==> src/rtl/hazard_controller.sv <==
// Hazard controller for a 5-stage MIPS pipeline.
// Resolves load-use and mult/div (HI/LO) hazards by stalling, applies branch
// and jump flushes, sequences the multi-cycle mult/div unit, and counts
// stall cycles in a saturating counter.
module hazard_controller #(
  parameter int MULT_CYCLES = 4,
  parameter int DIV_CYCLES  = 32,
  parameter int CNT_W       = 6,
  parameter int PERF_W      = 16
) (
  input  logic              clk,
  input  logic              rst,
  input  logic [4:0]        IF_ID_Rs,
  input  logic [4:0]        IF_ID_Rt,
  input  logic              ID_UsesRs,
  input  logic              ID_UsesRt,
  input  logic [4:0]        ID_EX_Rt,
  input  logic              ID_EX_MemRead,
  input  logic              ID_Jump,
  input  logic              EX_BranchTaken,
  input  logic              ID_MulDivStart,
  input  logic              ID_IsDiv,
  input  logic              ID_ReadsHiLo,
  output logic              PCWrite,
  output logic              IF_ID_Write,
  output logic              IF_ID_Flush,
  output logic              ID_EX_Flush,
  output logic              MulDivStartOut,
  output logic              MulDivBusy,
  output logic              MulDivDone,
  output logic [PERF_W-1:0] StallCount
);

  typedef enum logic [0:0] {
    IDLE = 1'b0,
    BUSY = 1'b1
  } state_e;

  // Counter reload values: the op stays BUSY for cnt+1 cycles.
  localparam logic [CNT_W-1:0] MULT_LOAD = CNT_W'(MULT_CYCLES - 1);
  localparam logic [CNT_W-1:0] DIV_LOAD  = CNT_W'(DIV_CYCLES - 1);
  localparam logic [PERF_W-1:0] PERF_MAX = {PERF_W{1'b1}};

  state_e            state_q, state_d;
  logic [CNT_W-1:0]  cnt_q, cnt_d;
  logic              done_q, done_d;
  logic [PERF_W-1:0] stall_cnt_q, stall_cnt_d;

  logic load_use_s;
  logic stall_s;
  logic flush_s;
  logic accept_s;
  logic busy_s;

  assign busy_s = (state_q == BUSY);

  // Hazard detection: load-use, HI/LO or second start while busy, branch flush.
  always_comb begin
    load_use_s = ID_EX_MemRead & (ID_EX_Rt != 5'd0) &
                 ((ID_UsesRs & (ID_EX_Rt == IF_ID_Rs)) |
                  (ID_UsesRt & (ID_EX_Rt == IF_ID_Rt)));
    stall_s    = load_use_s | (busy_s & (ID_ReadsHiLo | ID_MulDivStart));
    flush_s    = EX_BranchTaken;
    // A start is taken only if it is not stalled and not being discarded.
    accept_s   = ID_MulDivStart & ~stall_s & ~flush_s & ~rst;
  end

  // Pipeline control outputs: reset, then flush over stall over normal flow.
  always_comb begin
    PCWrite     = 1'b1;
    IF_ID_Write = 1'b1;
    IF_ID_Flush = 1'b0;
    ID_EX_Flush = 1'b0;
    if (rst) begin
      PCWrite     = 1'b0;
      IF_ID_Write = 1'b0;
      IF_ID_Flush = 1'b1;
      ID_EX_Flush = 1'b1;
    end else if (flush_s) begin
      // The stalled instruction is squashed, so the front end keeps moving.
      PCWrite     = 1'b1;
      IF_ID_Write = 1'b1;
      IF_ID_Flush = 1'b1;
      ID_EX_Flush = 1'b1;
    end else if (stall_s) begin
      PCWrite     = 1'b0;
      IF_ID_Write = 1'b0;
      IF_ID_Flush = 1'b0;
      ID_EX_Flush = 1'b1;
    end else begin
      PCWrite     = 1'b1;
      IF_ID_Write = 1'b1;
      IF_ID_Flush = ID_Jump;
      ID_EX_Flush = 1'b0;
    end
  end

  // Mult/div FSM next state: load on accept, count down, pulse done on exit.
  always_comb begin
    state_d = state_q;
    cnt_d   = cnt_q;
    done_d  = 1'b0;
    case (state_q)
      IDLE: begin
        if (accept_s) begin
          state_d = BUSY;
          cnt_d   = ID_IsDiv ? DIV_LOAD : MULT_LOAD;
        end else begin
          state_d = IDLE;
        end
      end
      BUSY: begin
        if (cnt_q != {CNT_W{1'b0}}) begin
          cnt_d = cnt_q - CNT_W'(1);
        end else begin
          state_d = IDLE;
          done_d  = 1'b1;
        end
      end
      default: begin
        state_d = IDLE;
        cnt_d   = {CNT_W{1'b0}};
      end
    endcase
  end

  // Stall performance counter: count non-flushed stall cycles, saturating.
  always_comb begin
    stall_cnt_d = stall_cnt_q;
    if (stall_s && !flush_s && (stall_cnt_q != PERF_MAX)) begin
      stall_cnt_d = stall_cnt_q + PERF_W'(1);
    end else begin
      stall_cnt_d = stall_cnt_q;
    end
  end

  // State registers; reset aborts any in-flight op without a done pulse.
  always_ff @(posedge clk or posedge rst) begin
    if (rst) begin
      state_q     <= IDLE;
      cnt_q       <= {CNT_W{1'b0}};
      done_q      <= 1'b0;
      stall_cnt_q <= {PERF_W{1'b0}};
    end else begin
      state_q     <= state_d;
      cnt_q       <= cnt_d;
      done_q      <= done_d;
      stall_cnt_q <= stall_cnt_d;
    end
  end

  assign MulDivStartOut = accept_s;
  assign MulDivBusy     = busy_s;
  assign MulDivDone     = done_q;
  assign StallCount     = stall_cnt_q;

endmodule

==> config.mk <==
export PLATFORM = sky130hd
export DESIGN_NAME = hazard_controller
export DESIGN_NICKNAME = d
export VERILOG_FILES = /design/src/rtl/hazard_controller.sv
export SDC_FILE = /design/constraint.sdc
export NUM_CORES = 1
export LEC_CHECK = 0
export BUFFER_PORTS_ARGS = -buffer_cell sky130_fd_sc_hd__buf_2
export CAP_MARGIN = 20
export CORE_ASPECT_RATIO = 1.5
export CORE_MARGIN = 2
export CORE_UTILIZATION = 37
export DETAILED_ROUTE_END_ITERATION = 8
export GPL_TIMING_DRIVEN = 0
export HOLD_SLACK_MARGIN = 0.1
export PLACE_DENSITY = 0.67
export RECOVER_POWER = 25
export SLEW_MARGIN = 0
export SYNTH_ARGS = -nofsm -noshare
export SYNTH_HDL_FRONTEND = slang
export SYNTH_SLANG_ARGS = --single-unit
==> constraint.sdc <==
create_clock -name clk -period 1.8 [get_ports clk]
set_clock_uncertainty 0.2 [all_clocks]
set_input_delay 0.18 -clock clk [delete_from_list [all_inputs] [get_ports clk]]
set_output_delay 0.18 -clock clk [all_outputs]
set_load 0.02 [all_outputs]
==> impl_metrics.csv, run 1 <==
group,metric,value,unit
outcome,status,"finished, violations left",
outcome,failing_checks,"setup timing",
yosys,synth_top_flop_cell,"sky130_fd_sc_hd__dfrtp_1",
timing,finalHoldViolations,0,
timing,final.period_utilization,1.107,
worst_setup_path,critPathKind,"reg -> reg",
route,detail_route.wirelength,3.913,mm
worst_setup_path,critical_path.max_fanout,5,
worst_setup_path,required,1770,ps
yosys,synth.avg_cell_area,9.556,µm²
die,ioPinCount,48,
global_routing,grt_antenna_before_repair,0,
yosys,syn_area,0.001424,mm²
yosys,net_count_after_synthesis,176,
route,wl_met3,248,µm
yosys,largest_family_of_logic_cells_by_synthesized_area,"simple AND/OR/NAND/NOR gates",
timing,fin_crit,1993,ps
worst_setup_path,critical_path.endpoint_type,"flip-flop",
min_path,worstHoldEndpoint,"cnt_q[0]",
yosys,synth.yosys.seq_area_share,0.4218,
clock_network,cts.sinks,24,
clock_network,cts_inserted_buffers,3,
layout,nFillCells,320,
yosys,synth_xor_area_frac,0.1652,
clock_network,clock_insertion_delay_worst_skew,270,ps
timing,max_slew_headroom_at_the_worst_pin,0.3780,
worst_setup_path,r2r_cells,6,
min_path,timing.hold.worst.class,"in -> reg",
global_routing,gr-total-overflow,0,
worst_setup_path,start_kind,"flip-flop",
clock_network,cts_tree,"built",
layout,drive_above_1_share,0.5204,
route,met2RoutedLength,2.014,mm
route,post-route-drc-count,0,
worst_setup_path,rr_endpoint,"StallCount[1]",
timing,report.final.setup_viol,20,
yosys,synth.yosys.warnings,0,
placed_design,dp_hpwl,2.543,mm
worst_setup_path,rr_startpoint,"StallCount[10]",
placed_design,finalWeightedCongestion,0.7775,
clock_network,clock_tree_root_buffer_cell,"sky130_fd_sc_hd__clkbuf_8",
yosys,count_of_flip_flops_with_a_built_in_enable_after_synthesis,0,
min_path,timing.hold.worst.start,"ID_MulDivStart",
worst_setup_path,cp.arrival,1960,ps
min_path,worst_hold_path.num_cells,4,
route,detail_route.wl_per_cell,14.82,µm
yosys,synth_cell_types,37,
yosys,synth-compound-area-share,0.1151,
clock_network,clock_buffer_depth,2,
power_and_ir_drop,leakagePower,1.048,nW
route,routed_via_density,5.201,
power_and_ir_drop,post-layout-total-power,2.523,mW
route,drt_pass1_iterations,4,
flow_run,cap_violations,0,
route,detail-route-antenna-nets,0,
die,std_cell_rows,27,
die,die_area,0.004371,mm²
die,core_area,0.003682,mm²
timing,setup_ws,-193.2,ps
placed_design,numPortBuffers,47,
layout,nNetsFinal,249,
layout,most_common_cell_after_layout_fill_and_taps_aside,"sky130_fd_sc_hd__buf_2",
layout,most-common-layout-cells,"30 x sky130_fd_sc_hd__buf_2, 17 x sky130_fd_sc_hd__dfrtp_1, 16 x sky130_fd_sc_hd__nand2_1, 16 x sky130_fd_sc_hd__buf_4, 14 x sky130_fd_sc_hd__xnor2_1",
timing,grt_setup_unrepaired,"true",
die,dieWidth,54.65,µm
layout,diodes,0,
layout,multiInputGateArea,0.001027,mm²
yosys,async_flop_share,1.000,
power_and_ir_drop,pwr_density_cell,1115,mW/mm²
clock_network,clock_tree.htree_level_count,1,
route,via_count,1373,
route,detail_route.iter0.violations,20,
yosys,synth-simple-area-share,0.2302,
yosys,synth.ff_latch_count,24,
global_routing,grt_pass1_vias,1308,
layout,register_area,609.3,µm²
power_and_ir_drop,max-vdd-ir-drop,0.6553,mV
layout,flow.area_growth_from_synthesis,58.88,%
timing,setup-tns-final,-2782,ps
global_routing,groute.usage.overall,0.1805,
route,wirelength_met1,1.541,mm
clock_network,worst_setup_hold_path_clk_slew,90,ps
yosys,yosys.area_share.adder,0.01757,
global_routing,grt_start_max_net_pins,25,
yosys,netlist_instances,149,
die,floorplan.initialDensity,0.3867,
timing,drv_slew,0,
yosys,synth.area.mux_share,0.01582,
worst_setup_path,reg2reg_setup_slack,-190,ps
route,maxUsedRoutingLayer,"met4",
global_routing,grt_pass1_wl,5.754,mm
timing,timing_worst_slew_pin_value,931.9,ps
die,height_of_the_die,79.98,µm
layout,fin_util,0.6143,
timing,fmaxAchievable,501.7,MHz
[synth_stat cells, types with 2 or more instances]
library cell / instances / area share
sky130_fd_sc_hd__nor3_2: 3 / 0.021
sky130_fd_sc_hd__inv_1: 6 / 0.016
sky130_fd_sc_hd__mux2_2: 2 / 0.016
sky130_fd_sc_hd__a21oi_1: 6 / 0.021
sky130_fd_sc_hd__xor2_1: 11 / 0.068
sky130_fd_sc_hd__and3_1: 4 / 0.018
sky130_fd_sc_hd__xnor2_1: 14 / 0.086
sky130_fd_sc_hd__nor2_1: 14 / 0.037
sky130_fd_sc_hd__ha_1: 2 / 0.018
sky130_fd_sc_hd__dfrtp_1: 24 / 0.42
sky130_fd_sc_hd__nand4_1: 3 / 0.013
sky130_fd_sc_hd__nand3_1: 6 / 0.021
sky130_fd_sc_hd__a22oi_1: 4 / 0.021
sky130_fd_sc_hd__or3_1: 2 / 0.0088
sky130_fd_sc_hd__nand2_1: 20 / 0.053
sky130_fd_sc_hd__nor3_1: 7 / 0.025
[area by class of cell]
class                   count  share of cell area
well taps                  43             0.02378
multi-input cells         116              0.4541
clock buffers               4             0.02434
inverters                   6            0.009956
plain buffers               3             0.01549
flip-flops and latches     24              0.2694
repair buffers             68              0.2030
[sequential cells by signal, indices dropped and copies added, names as in the netlist]
name        count
MulDivBusy      1
MulDivDone      1
StallCount     16
cnt_q           6
[worst max path at each step]
stage                        start             end  slack [ps]
floorplan              ID_EX_Rt[1]         PCWrite        -150
global placement       ID_EX_Rt[1]         PCWrite        -340
detailed placement     ID_EX_Rt[1]         PCWrite        -350
CTS                    ID_EX_Rt[4]  MulDivStartOut        -210
global route         StallCount[2]   StallCount[1]        -280
finish              StallCount[10]   StallCount[1]        -190
[worst max-delay path, stage by stage (launching register included)]
cell                       delay, ps
sky130_fd_sc_hd__dfrtp_2         440
sky130_fd_sc_hd__and3_4          160
sky130_fd_sc_hd__and3_4          190
sky130_fd_sc_hd__a221oi_4        310
sky130_fd_sc_hd__nand2_4         150
sky130_fd_sc_hd__buf_4           170
sky130_fd_sc_hd__mux2_2          260
[layer usage]
metal / up-vias / GRT usage
met4: 0 / 0.08000
met3: 11 / 0.01873
met5: - / 0
met1: 655 / 0.2157
li1: 657 / -
met2: 50 / 0.3107
[logic make-up after synthesis]
family,after synthesis
AOI/OAI and AO/OA,21
and+or+nand+nor,65
muxes,2
DFF,24
adders and majority gates,2
buffers and inverters,9
xor gates and xnor gates,26
[power by group]
part	switching, mW	leakage (nW)	internal, mW	total [mW]
Combinational	0.672	0.732	0.580	1.25
Sequential	0.195	0.287	0.696	0.892
Clock	0.184	0.0288	0.196	0.379
Total	1.05	1.05	1.47	2.52
[stage by stage]
step                      worst slack [ps]  std cells  instance area [µm²]  hold slack (ps)
after floorplan                     -154.7        149                 1575           -5.938
after global placement              -339.4        239                 1864            256.0
after detailed placement            -351.9        239                 1864            254.1
after CTS                           -209.6        257                 2171            169.4
after global routing                -281.8        264                 2262            226.0
final                               -193.2        264                 2262            212.0
[timing repair]
action	in CTS	in global routing
buffers inserted	10	7
resized for setup	29	15
cloned	1	0
hold endpoints to repair	26	0
hold buffers	3	0
setup endpoints to repair	26	24
pin swaps	12	11
Note: power is estimated with default switching activity, not from simulation.
==> run 2: changes to the inputs <==
--- a/config.mk
+++ b/config.mk
@@ -5,6 +5,7 @@
 export SDC_FILE = /design/constraint.sdc
 export NUM_CORES = 1
 export LEC_CHECK = 0
+export ABC_AREA = 1
 export BUFFER_PORTS_ARGS = -buffer_cell sky130_fd_sc_hd__buf_2
 export CAP_MARGIN = 20
 export CORE_ASPECT_RATIO = 1.5
@@ -13,8 +14,9 @@
 export DETAILED_ROUTE_END_ITERATION = 8
 export GPL_TIMING_DRIVEN = 0
 export HOLD_SLACK_MARGIN = 0.1
-export PLACE_DENSITY = 0.67
+export PLACE_DENSITY = 0.66
 export RECOVER_POWER = 25
+export SKIP_CTS_REPAIR_TIMING = 1
 export SLEW_MARGIN = 0
 export SYNTH_ARGS = -nofsm -noshare
 export SYNTH_HDL_FRONTEND = slang
==> run 2 against run 1 <==
Net effect:
- the flow finishes with violations (DRC, setup timing)
- utilization decreased by 5.6 points
- fmax increased by 7.6%
- largest power group is now sequential cells
- cell area increased by 5.7%
- highest routed layer unchanged
- non-clock buffer count increased by 3
- wire length increased by 9.3%
==> impl_metrics.csv, run 2 <==
group,metric,value,unit
min_path,worst_hold_path.num_cells,5,
timing,drv_slew,0,
layout,final_cells,361,
layout,drive_above_1_share,0.3619,
yosys,post_synth_main_area_contributors,"sky130_fd_sc_hd__dfrtp_1 36%, sky130_fd_sc_hd__nand2_1 21%, sky130_fd_sc_hd__nand3_1 7.5%, sky130_fd_sc_hd__inv_1 6.8%, sky130_fd_sc_hd__nor2_1 4.3%",
yosys,synth.avg_cell_area,6.848,µm²
worst_setup_path,critPathKind,"reg -> reg",
die,die_area,0.005061,mm²
yosys,netlist_instances,243,
power_and_ir_drop,post-layout-total-power,1.517,mW
layout,fin_util,0.5584,
timing,finalHoldViolations,0,
yosys,synth.yosys.seq_area_share,0.3609,
layout,largest_register_ff_count,16,
yosys,synth.ff_latch_count,24,
power_and_ir_drop,pwr_density_cell,634.6,mW/mm²
clock_network,cts_tree,"built",
placed_design,dp_hpwl,2.914,mm
timing,report.final.setup_viol,17,
yosys,synth.yosys.warnings,0,
route,detail_route.iter0.violations,38,
min_path,worstHoldEndpoint,"cnt_q[3]",
worst_setup_path,cp.arrival,1870,ps
die,height_of_the_die,86.14,µm
placed_design,numPortBuffers,47,
timing,max_slew_headroom_at_the_worst_pin,0.3836,
worst_setup_path,critical_path.endpoint_type,"flip-flop",
yosys,yosysTopAreaCell,"sky130_fd_sc_hd__dfrtp_1",
timing,timing_worst_slew_pin_value,923.6,ps
route,detail_route.wl_per_cell,11.84,µm
clock_network,worst_setup_hold_path_clk_slew,90,ps
yosys,yosys.area.top_type_share,0.3609,
timing,fmaxAchievable,539.7,MHz
outcome,failing_checks,"DRC, setup timing",
yosys,synth_top_flop_cell,"sky130_fd_sc_hd__dfrtp_1",
clock_network,clock_buffer_depth,2,
route,post-route-drc-count,1,
global_routing,grt_antenna_before_repair,0,
route,via_count,1748,
die,dieWidth,58.76,µm
global_routing,grt_pass1_vias,1539,
worst_setup_path,rr_startpoint,"StallCount[0]",
layout,diodes,0,
worst_setup_path,required,1820,ps
layout,nNetsFinal,343,
yosys,async_flop_share,1.000,
worst_setup_path,rr_endpoint,"StallCount[7]",
yosys,syn_area,0.001664,mm²
global_routing,grt_pass1_wl,6.451,mm
placed_design,finalWeightedCongestion,0.7863,
timing,setup_ws,-52.98,ps
outcome,status,"finished, violations left",
yosys,synth_commonest_cells,"94 x sky130_fd_sc_hd__nand2_1, 30 x sky130_fd_sc_hd__inv_1, 25 x sky130_fd_sc_hd__nand3_1, 24 x sky130_fd_sc_hd__dfrtp_1, 19 x sky130_fd_sc_hd__nor2_1",
yosys,synth.most_common_cell,"sky130_fd_sc_hd__nand2_1",
die,ioPinCount,48,
route,routed_via_density,4.842,
timing,fin_crit,1853,ps
layout,most_common_cell_after_layout_fill_and_taps_aside,"sky130_fd_sc_hd__nand2_1",
power_and_ir_drop,leakagePower,1.297,nW
clock_network,cts.sinks,24,
power_and_ir_drop,max-vdd-ir-drop,0.3402,mV
yosys,count_of_flip_flops_with_a_built_in_enable_after_synthesis,0,
route,detail_route.wirelength,4.275,mm
min_path,timing.hold.worst.class,"in -> reg",
worst_setup_path,r2r_cells,10,
layout,flow.area_growth_from_synthesis,43.68,%
placed_design,placedCellCount,336,
yosys,net_count_after_synthesis,270,
worst_setup_path,reg2reg_setup_slack,-50,ps
global_routing,gr-total-overflow,0,
layout,nFillCells,433,
layout,most-common-layout-cells,"80 x sky130_fd_sc_hd__nand2_1, 44 x sky130_fd_sc_hd__buf_2, 27 x sky130_fd_sc_hd__inv_1",
route,detail-route-antenna-nets,0,
timing,final.period_utilization,1.029,
yosys,synth_cell_types,22,
clock_network,clock_tree_root_buffer_cell,"sky130_fd_sc_hd__clkbuf_8",
global_routing,groute.usage.overall,0.1591,
clock_network,cts_inserted_buffers,3,
worst_setup_path,start_kind,"flip-flop",
min_path,timing.hold.worst.start,"ID_IsDiv",
die,core_area,0.004282,mm²
global_routing,grt_start_max_net_pins,25,
clock_network,clock_tree.htree_level_count,1,
clock_network,clock_insertion_delay_worst_skew,270,ps
worst_setup_path,critical_path.max_fanout,10,
route,drt_pass1_iterations,6,
die,floorplan.initialDensity,0.3887,
flow_run,cap_violations,0,
timing,grt_setup_unrepaired,"true",
die,std_cell_rows,29,
[run 2: cell types whose count changed after synthesis, sizes merged, moves of 5 or more]
cell / previous run / this run
nor2: 15 / 21
o21ai: 2 / 7
inv: 6 / 30
nand3: 6 / 29
nand2: 21 / 94
xnor2: 15 / 8
a21oi: 7 / 1
nor3: 10 / 4
[run 2: layout make-up]
cell class                      count  area [µm²]  share of cell area
Timing Repair Buffer               69       420.4              0.1758
Sequential cell                    24       604.3              0.2527
Buffer                              5       60.06             0.02512
Multi-Input combinational cell    183        1065              0.4453
Clock buffer                        3       41.29             0.01727
Inverter                           30       112.6             0.04710
Clock inverter                      1       30.03             0.01256
Tap cell                           46       57.56             0.02407
[run 2: metrics by stage]
step	instance area (µm²)	setup WS, ps	hold slack [ps]	TNS [ps]
2_1_floorplan	1709	-48.51	-5.518	-562.4
3_3_place_gp	2002	-225.1	264.7	-3108
3_5_place_dp	2002	-216.1	268.9	-3255
4_1_cts	2073	-533.0	-31.08	-4689
5_1_grt	2391	-144.4	123.6	-2408
6_report	2391	-52.98	72.77	-533.6
[run 2: routing by layer]
layer / track usage / vias to the layer above / part of all wire
met5: 0 / - / 0
met4: 0.05579 / 0 / 0.017
met3: 0.02413 / 9 / 0.031
met2: 0.2788 / 37 / 0.55
met1: 0.1923 / 800 / 0.40
li1: - / 902 / -
[run 2: kinds of logic after synthesis]
kind of cell,share of synthesized area
and+or+nand+nor,0.4181
buffers and inverters,0.09548
DFF,0.3609
xor gates and xnor gates,0.08421
AOI/OAI and AO/OA,0.02631
adders and majority gates,0.01504
[run 2: worst max-delay path, cell delays in order (launching register included)]
cell and delay [ps]:
sky130_fd_sc_hd__dfrtp_2 420, sky130_fd_sc_hd__ha_4 160, sky130_fd_sc_hd__nand3_4 90, sky130_fd_sc_hd__nor2_4 140
sky130_fd_sc_hd__nand3_4 100, sky130_fd_sc_hd__nor2_4 150, sky130_fd_sc_hd__nand3_4 110, sky130_fd_sc_hd__nand3_4 140
sky130_fd_sc_hd__buf_8 140, sky130_fd_sc_hd__nand2_1 60, sky130_fd_sc_hd__nand2_1 70
[run 2: worst max path at each step]
stage,start,to,cells past startpoint
2_1_floorplan,StallCount[0],StallCount[2],10
3_3_place_gp,ID_EX_Rt[4],PCWrite,13
3_5_place_dp,MulDivBusy,PCWrite,7
4_1_cts,MulDivBusy,PCWrite,7
5_1_grt,StallCount[0],StallCount[0],10
6_report,StallCount[0],StallCount[7],10
[run 2: report_power, final]
group	internal (mW)	switching (mW)	leakage, nW
registers	0.582	0.0689	0.313
logic	0.170	0.217	0.948
clock network	0.298	0.183	0.0357
total	1.05	0.469	1.30
